[config.mk]
export PLATFORM = sky130hd
export DESIGN_NAME = enc_parity_acc
export DESIGN_NICKNAME = d
export VERILOG_FILES = /design/src/rtl/enc_parity_pkg.sv /design/src/rtl/enc_parity_chunk.sv /design/src/rtl/enc_parity_acc.sv
export SDC_FILE = /design/constraint.sdc
export NUM_CORES = 1
export LEC_CHECK = 0
export ABC_AREA = 1
export CELL_PAD_IN_SITES_DETAIL_PLACEMENT = 0
export CELL_PAD_IN_SITES_GLOBAL_PLACEMENT = 1
export CORE_ASPECT_RATIO = 0.75
export CORE_MARGIN = 2
export CORE_UTILIZATION = 33
export DETAILED_ROUTE_END_ITERATION = 10
export HOLD_SLACK_MARGIN = 0.05
export PLACE_DENSITY = 0.84
export SLEW_MARGIN = 20
export SYNTH_ARGS = -nofsm -noshare
export SYNTH_HDL_FRONTEND = slang
export SYNTH_SLANG_ARGS = --single-unit
[constraint.sdc]
create_clock -name clk -period 1.69 [get_ports clk]
set_clock_uncertainty 0.15 [all_clocks]
set_input_delay 0.338 -clock clk [delete_from_list [all_inputs] [get_ports clk]]
set_output_delay 0.338 -clock clk [all_outputs]
set_load 0.02 [all_outputs]
[src/rtl/enc_parity_pkg.sv]
// Shared types and elaboration-time helpers for the streaming Hamming parity encoder.
// Optional SEC-DED overall parity bit is enabled by defining ENC_PARITY_DED_EN.
package enc_parity_pkg;

`ifdef ENC_PARITY_DED_EN
    localparam int unsigned DED_W = 1;
`else
    localparam int unsigned DED_W = 0;
`endif

    typedef enum logic [0:0] {
        ACC = 1'b0,
        OUT = 1'b1
    } enc_state_t;

    // Smallest P with 2^P >= data_w + P + 1.
    function automatic int unsigned calc_p_w(input int unsigned data_w);
        int unsigned p;
        p = 0;
        for (int unsigned q = 1; q < 9; q++) begin
            if (p == 0 && (32'd1 << q) >= data_w + q + 1) p = q;
        end
        return p;
    endfunction

    // Codeword position of data bit i: the (i+1)-th non-power-of-two position.
    // Each power of two at or below the candidate position pushes it up by one.
    function automatic int unsigned data_pos(input int unsigned i);
        int unsigned skip;
        skip = 0;
        for (int unsigned q = 0; q < 9; q++) begin
            if ((32'd1 << q) <= i + 1 + skip) skip++;
        end
        return i + 1 + skip;
    endfunction

    // Data bits that feed Hamming parity bit k.
    function automatic logic [127:0] par_mask(input int unsigned data_w, input int unsigned k);
        logic [127:0] m;
        m = '0;
        for (int unsigned i = 0; i < 128; i++) begin
            if (i < data_w && ((data_pos(i) >> k) & 32'd1) != 32'd0) m[i] = 1'b1;
        end
        return m;
    endfunction

    // Data bits that feed the overall parity: a data bit appears once itself plus once in
    // every parity bit its position selects, so it survives when that popcount is even.
    function automatic logic [127:0] ded_mask(input int unsigned data_w);
        logic [127:0] m;
        int unsigned  pos;
        int unsigned  ones;
        m = '0;
        for (int unsigned i = 0; i < 128; i++) begin
            if (i < data_w) begin
                pos  = data_pos(i);
                ones = 0;
                for (int unsigned b = 0; b < 9; b++) ones += (pos >> b) & 32'd1;
                if ((ones & 32'd1) == 32'd0) m[i] = 1'b1;
            end
        end
        return m;
    endfunction

endpackage

[src/rtl/enc_parity_chunk.sv]
// Combinational partial parity of one chunk placed at offset beat*CHUNK_W of the word.
// Under ENC_PARITY_DED_EN the MSB carries the chunk's share of the overall parity.
module enc_parity_chunk
    import enc_parity_pkg::*;
#(
    parameter int unsigned  CHUNK_W   = 8,
    parameter int unsigned  NUM_BEATS = 4,
    localparam int unsigned DATA_W    = CHUNK_W * NUM_BEATS,
    localparam int unsigned P_W       = calc_p_w(DATA_W),
    localparam int unsigned OUT_W     = P_W + DED_W,
    localparam int unsigned CNT_W     = $clog2(NUM_BEATS + 1)
) (
    input  logic [CNT_W-1:0]   beat,
    input  logic [CHUNK_W-1:0] chunk,
    output logic [OUT_W-1:0]   part
);

    logic [NUM_BEATS-1:0][OUT_W-1:0] beat_part;

    for (genvar k = 0; k < P_W; k++) begin : g_par
        localparam logic [127:0] Mask = par_mask(DATA_W, k);
        for (genvar b = 0; b < NUM_BEATS; b++) begin : g_beat
            assign beat_part[b][k] = ^(chunk & Mask[b*CHUNK_W +: CHUNK_W]);
        end
    end

`ifdef ENC_PARITY_DED_EN
    localparam logic [127:0] DedMask = ded_mask(DATA_W);
    for (genvar b = 0; b < NUM_BEATS; b++) begin : g_ded
        assign beat_part[b][P_W] = ^(chunk & DedMask[b*CHUNK_W +: CHUNK_W]);
    end
`endif

    // Select the contribution for the beat currently being accepted.
    always_comb begin
        part = '0;
        for (int unsigned b = 0; b < NUM_BEATS; b++) begin
            if (beat == CNT_W'(b)) part = beat_part[b];
        end
    end

endmodule

[src/rtl/enc_parity_acc.sv]
// Streaming Hamming parity encoder: folds NUM_BEATS chunks into one parity vector and
// presents it on a valid/ready output. Define ENC_PARITY_DED_EN for the SEC-DED overall bit.
module enc_parity_acc
    import enc_parity_pkg::*;
#(
    parameter int unsigned  CHUNK_W   = 8,
    parameter int unsigned  NUM_BEATS = 4,
    localparam int unsigned DATA_W    = CHUNK_W * NUM_BEATS,
    localparam int unsigned P_W       = calc_p_w(DATA_W),
    localparam int unsigned OUT_W     = P_W + DED_W,
    localparam int unsigned CNT_W     = $clog2(NUM_BEATS + 1)
) (
    input  logic               clk,
    input  logic               rst,
    input  logic               en,
    input  logic               clr,
    input  logic               s_valid,
    output logic               s_ready,
    input  logic [CHUNK_W-1:0] s_data,
    output logic               m_valid,
    input  logic               m_ready,
    output logic [OUT_W-1:0]   m_parity,
    output logic [CNT_W-1:0]   m_beats
);

    enc_state_t       state_q, state_d;
    logic [OUT_W-1:0] acc_q, par_q, part, acc_next;
    logic [CNT_W-1:0] cnt_q;
    logic             en_q;
    logic             beat_take, last_beat, en_word;

    enc_parity_chunk #(
        .CHUNK_W  (CHUNK_W),
        .NUM_BEATS(NUM_BEATS)
    ) u_chunk (
        .beat (cnt_q),
        .chunk(s_data),
        .part (part)
    );

    // clr outranks a same-cycle beat while collecting.
    assign beat_take = (state_q == ACC) && s_valid && !clr;
    assign last_beat = (cnt_q == CNT_W'(NUM_BEATS - 1));
    // On beat 0 the live en decides; later beats use the latched value.
    assign en_word   = (cnt_q == '0) ? en : en_q;
    assign acc_next  = acc_q ^ part;

    assign m_parity = par_q;
    assign m_beats  = cnt_q;

    // State register.
    always_ff @(posedge clk or posedge rst) begin
        if (rst) begin
            state_q <= ACC;
        end else begin
            state_q <= state_d;
        end
    end

    // Next-state: leave ACC on the final beat, leave OUT on the output handshake.
    always_comb begin
        state_d = state_q;
        unique case (state_q)
            ACC:     if (beat_take && last_beat) state_d = OUT;
            OUT:     if (m_ready) state_d = ACC;
            default: state_d = ACC;
        endcase
    end

    // Handshake outputs decoded from state; s_ready is held low while reset is asserted.
    always_comb begin
        s_ready = 1'b0;
        m_valid = 1'b0;
        unique case (state_q)
            ACC:     s_ready = !rst;
            OUT:     m_valid = 1'b1;
            default: s_ready = 1'b0;
        endcase
    end

    // Accumulator, beat counter, en latch and the registered result.
    always_ff @(posedge clk or posedge rst) begin
        if (rst) begin
            acc_q <= '0;
            cnt_q <= '0;
            en_q  <= 1'b0;
            par_q <= '0;
        end else if (state_q == ACC) begin
            if (clr) begin
                acc_q <= '0;
                cnt_q <= '0;
            end else if (s_valid) begin
                if (cnt_q == '0) en_q <= en;
                acc_q <= acc_next;
                if (last_beat) begin
                    cnt_q <= '0;
                    par_q <= en_word ? acc_next : '0;
                end else begin
                    cnt_q <= cnt_q + CNT_W'(1);
                end
            end
        end else if (m_ready) begin
            acc_q <= '0;
        end
    end

endmodule

### Word-level counts from Yosys, hierarchy flattened

Index checks and enable logic that the tools add are counted.

| word-level totals | value |
|---|---|
| register bits after elaboration | 17 |
| input port bits | 14 |
| output and inout port bits | 11 |
| logic and storage cells | 61 |

| operators by class | value |
|---|---|
| $add $sub $neg | 1 |
| equality and inequality tests | 4 |
| muxes and demuxes | 18 |
| bitwise operators | 3 |
| reductions and logical operators | 30 |

Operator list:

| cell | number |
|---|---|
| XOR reduction 8 bit | 18 |
| two-way mux 6 bit | 8 |
| two-way mux 3 bit | 3 |
| equality test 3 x 2 -> 1 bit, second input constant | 2 |
| bitwise XOR 6 bit | 1 |
| two-way mux 1 bit | 5 |
| two-way mux 4 bit | 1 |
| AND reduction 2 bit | 2 |
| AND reduction 4 bit | 1 |
| adder 3 x 1 -> 3 bit, second input constant | 1 |
| equality test 3 x 1 -> 1 bit, second input constant | 1 |
| logical AND 1 bit | 3 |
| zero test 3 bit | 1 |
| AND reduction 3 bit | 1 |
| nonzero test 3 bit | 1 |
| zero test 1 bit | 2 |
| inequality test 2 bit, second input constant | 1 |
| inverter 1 bit | 2 |
| one-hot mux 1 bit (2 select lines) | 1 |
| nonzero test 2 bit | 1 |

### Logic depth before layout (Yosys ltp)

| depth | value |
|---|---|
| depth in word-level cells | 9 |
| gate-level depth with buffers | 15 |
| depth with buffers taken out | 15 |

### By module

From an unflattened synthesis, not the netlist that was laid out.

| unflattened totals | value |
|---|---|
| cell total of the unflattened synthesis | 232 |
| area, all modules | 1503.9 um^2 |

Modules (own cells, without submodules):

| module | instances | cells an instance | area an instance (um^2) | sequential area each (um^2) |
|---|---|---|---|---|
| enc_parity_acc | 1 | 92 | 829.5 | 425.4 |
| enc_parity_chunk | 1 | 140 | 674.4 | 0.0 |

### Worst setup path after synthesis

Ideal clock, no wire load.

| timing path | value |
|---|---|
| kind | flip-flop to flip-flop |
| start | register cnt_q[1] (netlist: m_beats[1]) |
| end | register acc_q[3] |
| arrival time | 1.544 ns |
| data required time | 1.422 ns |
| slack | -0.121 ns |
| cell stages (with the launch flop) | 14 |
| period minus slack after synthesis | 1.811 ns |
| cells stage by stage | dfrtp_1 > inv_1 > ha_1 > inv_1 > nor2_1 > inv_1 > nor2_1 > nand3_1 > nand2_1 > nor2_1 > nand2_1 > nand3_1 > nand3_1 > nand2_1 |

| between the ends | value |
|---|---|
| cells in the longest elaborated chain, start to end | 9 |
| elaborated cells between the ends (all ways) | 12 |
| those cells by class | eq/ne: 3; mux: 7; bitwise: 1; reduce/logical: 1 |

Ends and longest elaborated chain:

| what | RTL line | RTL |
|---|---|---|
| start: declaration | enc_parity_acc.sv:28 | `logic [CNT_W-1:0] cnt_q;` |
| start signal: assignment | enc_parity_acc.sv:99 | `cnt_q <= cnt_q + CNT_W'(1);` |
| zero test 3 bit | enc_parity_chunk.sv:38 | `if (beat == CNT_W'(b)) part = beat_part[b];` |
| two-way mux 4 bit | enc_parity_chunk.sv:38 |  |
| two-way mux 6 bit (2 in a row) | enc_parity_chunk.sv:38 |  |
| two-way mux 6 bit (*) | enc_parity_chunk.sv:38 |  |
| bitwise XOR 6 bit (*) | enc_parity_acc.sv:46 | `assign acc_next = acc_q ^ part;` |
| two-way mux 6 bit (*) | enc_parity_acc.sv:92 | `end else if (s_valid) begin` |
| two-way mux 6 bit (*) | enc_parity_acc.sv:89 | `if (clr) begin` |
| two-way mux 6 bit (*) | enc_parity_acc.sv:88 | `end else if (state_q == ACC) begin` |
| end signal: assignment | enc_parity_acc.sv:94 | `acc_q <= acc_next;` |
| end: declaration | enc_parity_acc.sv:27 | `logic [OUT_W-1:0] acc_q, par_q, part, acc_next;` |

Mark *: on every way between the ends. The rest lies on a longest branch, timed or not. The select of a mux whose other input is x is not followed.
A chain may end at the register's enable or synchronous reset.

### Worst setup path after layout

| timing path | value |
|---|---|
| start | register cnt_q[1] (netlist: m_beats[1]) |
| end | register par_q[3] (netlist: m_parity[3]) |

| between the ends | value |
|---|---|
| cells in the longest elaborated chain, start to end | 7 |
| elaborated cells between the ends (all ways) | 12 |
| those cells by class | eq/ne: 3; mux: 6; bitwise: 1; reduce/logical: 2 |

Ends and longest elaborated chain:

| what | RTL line | RTL |
|---|---|---|
| zero test 3 bit | enc_parity_chunk.sv:38, enc_parity_acc.sv:45 |  |
| two-way mux 4 bit | enc_parity_chunk.sv:38 |  |
| two-way mux 6 bit (3 in a row) | enc_parity_chunk.sv:38 |  |
| bitwise XOR 6 bit | enc_parity_acc.sv:46 |  |
| two-way mux 6 bit | enc_parity_acc.sv:97 | `par_q <= en_word ? acc_next : '0;` |
| end signal: assignment | enc_parity_acc.sv:97 |  |
| end: declaration | enc_parity_acc.sv:27 |  |

Several ways; a longest one is shown, not always the timed one.

==> run metrics <==
outcome finished with violations; failing checks setup timing; EDFF count, synth 0; Root Buffer clkbuf_8; post-route ant nets 0; GP Congestion 0.8026; row cnt 21; Netlist cell types 20; final WL 4169 µm; cells on worst reg2reg path 14; die extent in x 81.27 µm; Final Max Slew Viols 0; DRC Markers 0; minimum clock period after layout 1.756 ns; Final Non-Filler Cells 374; TNS Setup -0.2659 ns; Final Util 0.5415; RR Endpoint m_parity[3]; Mapped Cells 242; later-pin clock latency in the skew report 0.25 ns; Layout area overhead 60.80%; Reg-to-Reg Start m_beats[1]; reg2reg setup slack -0.07 ns; Hold EP m_parity[1]; die outline area 5035 µm²; drt wl/cell 11.15 µm; final worst slack -0.06644 ns; Net Count, Synth 260; post-DP HPWL 3129 µm; largest net degree at the start of global routing 18; sequential element share of the synthesized area 0.2879; Sw Ratio 0.3802; commonest cells in the netlist nand2_1 (103), nand3_1 (35), inv_1 (31); static leakage 1.285 nW; hold crit path type reg2reg; Tcrit/Tclk final 1.039; met3 routed WL 177 µm; number of global-route vias before repair 1597; Synth Warn # 0; CTS tree yes; Pint 0.9495 mW; DR top layer met3; Worst EP arrival 1.80 ns; RSZ-0062 raised after global routing yes; Yosys reg bits 17; Mean Syn Cell Area 6.106 µm²; highest clock rate 569.3 MHz; Routed met2 length 1898 µm; Post-Synthesis Cell Area 1478 µm²; CTS Buf Count 3; # fillers 447; part of the power in the clock network 0.197; Peak VDD IR 0.3802 mV; combinational share of power 0.479; Reg power frac 0.324; Worst-Margin Slew 0.3036 ns; initial antenna violation count 0; Synth top area share 0.2879; hold depth 2; CP Data Required Time 1.74 ns; Std-Cell Core Area 4388 µm²; 1st-pass router iterations 4; ys flop type dfrtp_1; CP Max Fanout 4; Die H 61.95 µm; initial core utilization 0.3368; clock-pin slew on the worst setup and hold paths 0.07 ns; ant diodes 0; hold_sp m_parity[1]; Post-layout nets 336; total chip power 1.532 mW; placed insts 362; Worst Setup Start Kind flop; first-pass GRT wire length 6934 µm; post-synth top area cell dfrtp_1; WHS 0.3223 ns; number of hold buffers added after CTS 0; CP Class reg2reg; Synth area leaders dfrtp_1 (29%), nand2_1 (26%), nand3_1 (12%); Post-synth ARST share 1.000; GRT overflow 0; Via density 4.594; most common cell in the netlist nand2_1; Post-Route M1 WL 2093 µm; Setup-failing EPs final 8; fraction of layout cells with a size suffix above 1 0.3880; Psw 0.5824 mW; crit path capture type flop; final hold vios 0; H-tree level count 1; Max Cap Violations 0; relative slew slack 0.7966; io pins 25; # port buffers 24; Total GRT Usage 0.1768; Power Dens Cells 644.7 nW/µm²; routed vias 1718; DRT iter0 DRCs 80; CTS Buffer Depth 2; CTS sink count 17
timing repair:
action | in CTS | in global routing
hold endpoints to repair | 0 | 0
buffers inserted | 1 | 7
setup endpoints to repair | 23 | 13
resized for setup | 53 | 38
pin swaps | 17 | 24
routing by layer:
layer | vias up | global-route usage
li1 | 904 | -
met1 | 785 | 0.2533
met2 | 29 | 0.2939
met3 | 0 | 0.03468
met4 | 0 | 0.007264
met5 | - | 0
how the worst max path moves through the flow:
stage                     startpoint  slack (ns)  cells after the start     endpoint
after floorplan           m_beats[1]      -0.006                     14     acc_q[3]
after global placement     s_data[6]       -0.52                     11  m_parity[5]
after detailed placement   s_data[6]       -0.57                     14  m_parity[3]
after CTS                 m_beats[0]       -0.04                     14  m_parity[1]
after global routing      m_beats[1]       -0.19                     15  m_parity[1]
final                     m_beats[1]       -0.07                     14  m_parity[3]
area by class of cell:
type,count,area (µm²),share of cell area
timing repair buffer,72,571.8,0.2407
clock inverter,1,5.005,0.002106
multi-input combinational,188,1114,0.4687
tap,57,71.32,0.03002
sequential,17,427.9,0.1801
inverter,36,145.1,0.06108
clock buffer,3,41.29,0.01738
metrics by stage:
step / area, µm² / setup WS [ns]
global placement: 2108 / -0.5218
finish: 2376 / -0.06644
detailed placement: 2108 / -0.5682
CTS: 2253 / -0.03712
global route: 2376 / -0.1909
floorplan: 1504 / -0.006189
cells in the final DEF, fill, tap and decap left out, types with 2 or more instances in the layout:
| cell | count |
|---|---|
| nand2_1 | 91 |
| buf_4 | 45 |
| clkbuf_8 | 3 |
| xor2_1 | 3 |
| nand2_4 | 2 |
| xnor2_1 | 3 |
| dfrtp_1 | 15 |
| nand3_2 | 12 |
| buf_6 | 3 |
| a21oi_2 | 3 |
| xor2_2 | 2 |
| dfrtp_2 | 2 |
| clkbuf_2 | 5 |
| nand3_1 | 23 |
| nor2_4 | 4 |
| o21ai_1 | 3 |
| nand2_2 | 14 |
| nor2_1 | 5 |
| inv_4 | 2 |
| clkdlybuf4s15_1 | 2 |
| clkdlybuf4s50_1 | 5 |
| o21ai_2 | 3 |
| inv_1 | 20 |
| ha_4 | 3 |
| inv_2 | 13 |
| a21oi_1 | 4 |
| dlygate4sd2_1 | 12 |
| o21ai_0 | 7 |
power groups by stage:
stage | Combinational [mW] | Sequential [mW] | Clock, mW
final | 0.733 | 0.496 | 0.302
after global routing | 0.824 | 0.503 | 0.335
after CTS | 0.677 | 0.497 | 0.316
after detailed placement | 0.651 | 0.502 | 0
after global placement | 0.646 | 0.501 | 0
after floorplan | 0.337 | 0.534 | 0
state kept, by name, summed over array words and instances (netlist names):
name      flops
state_q       1
m_parity      6
en_q          1
m_beats       3
acc_q         6
logic make-up (layout without fill, tap and decap cells):
| kind of cell | Yosys count | count (layout) | share of synthesized area |
|---|---|---|---|
| flops | 17 | 17 | 0.2879 |
| simple gates | 155 | 155 | 0.4454 |
| buf+inv | 37 | 112 | 0.09652 |
| fa+ha+maj | 4 | 4 | 0.03387 |
| compound gates | 20 | 20 | 0.07282 |
| xor+xnor | 9 | 9 | 0.06351 |
worst max-delay path: stages, from the launching register on:
cell and delay, ns:
dfrtp_2 0.43, inv_4 0.09, ha_4 0.14, inv_2 0.04, nor2_4 0.16, inv_2 0.07
nor2_4 0.10, nand3_2 0.06, nand2_1 0.07, nor2_1 0.04, nand2_1 0.08, nand2_1 0.06
nand2_1 0.08, nand3_1 0.08, nand2_1 0.07
Note: power is estimated with default switching activity, not from simulation.
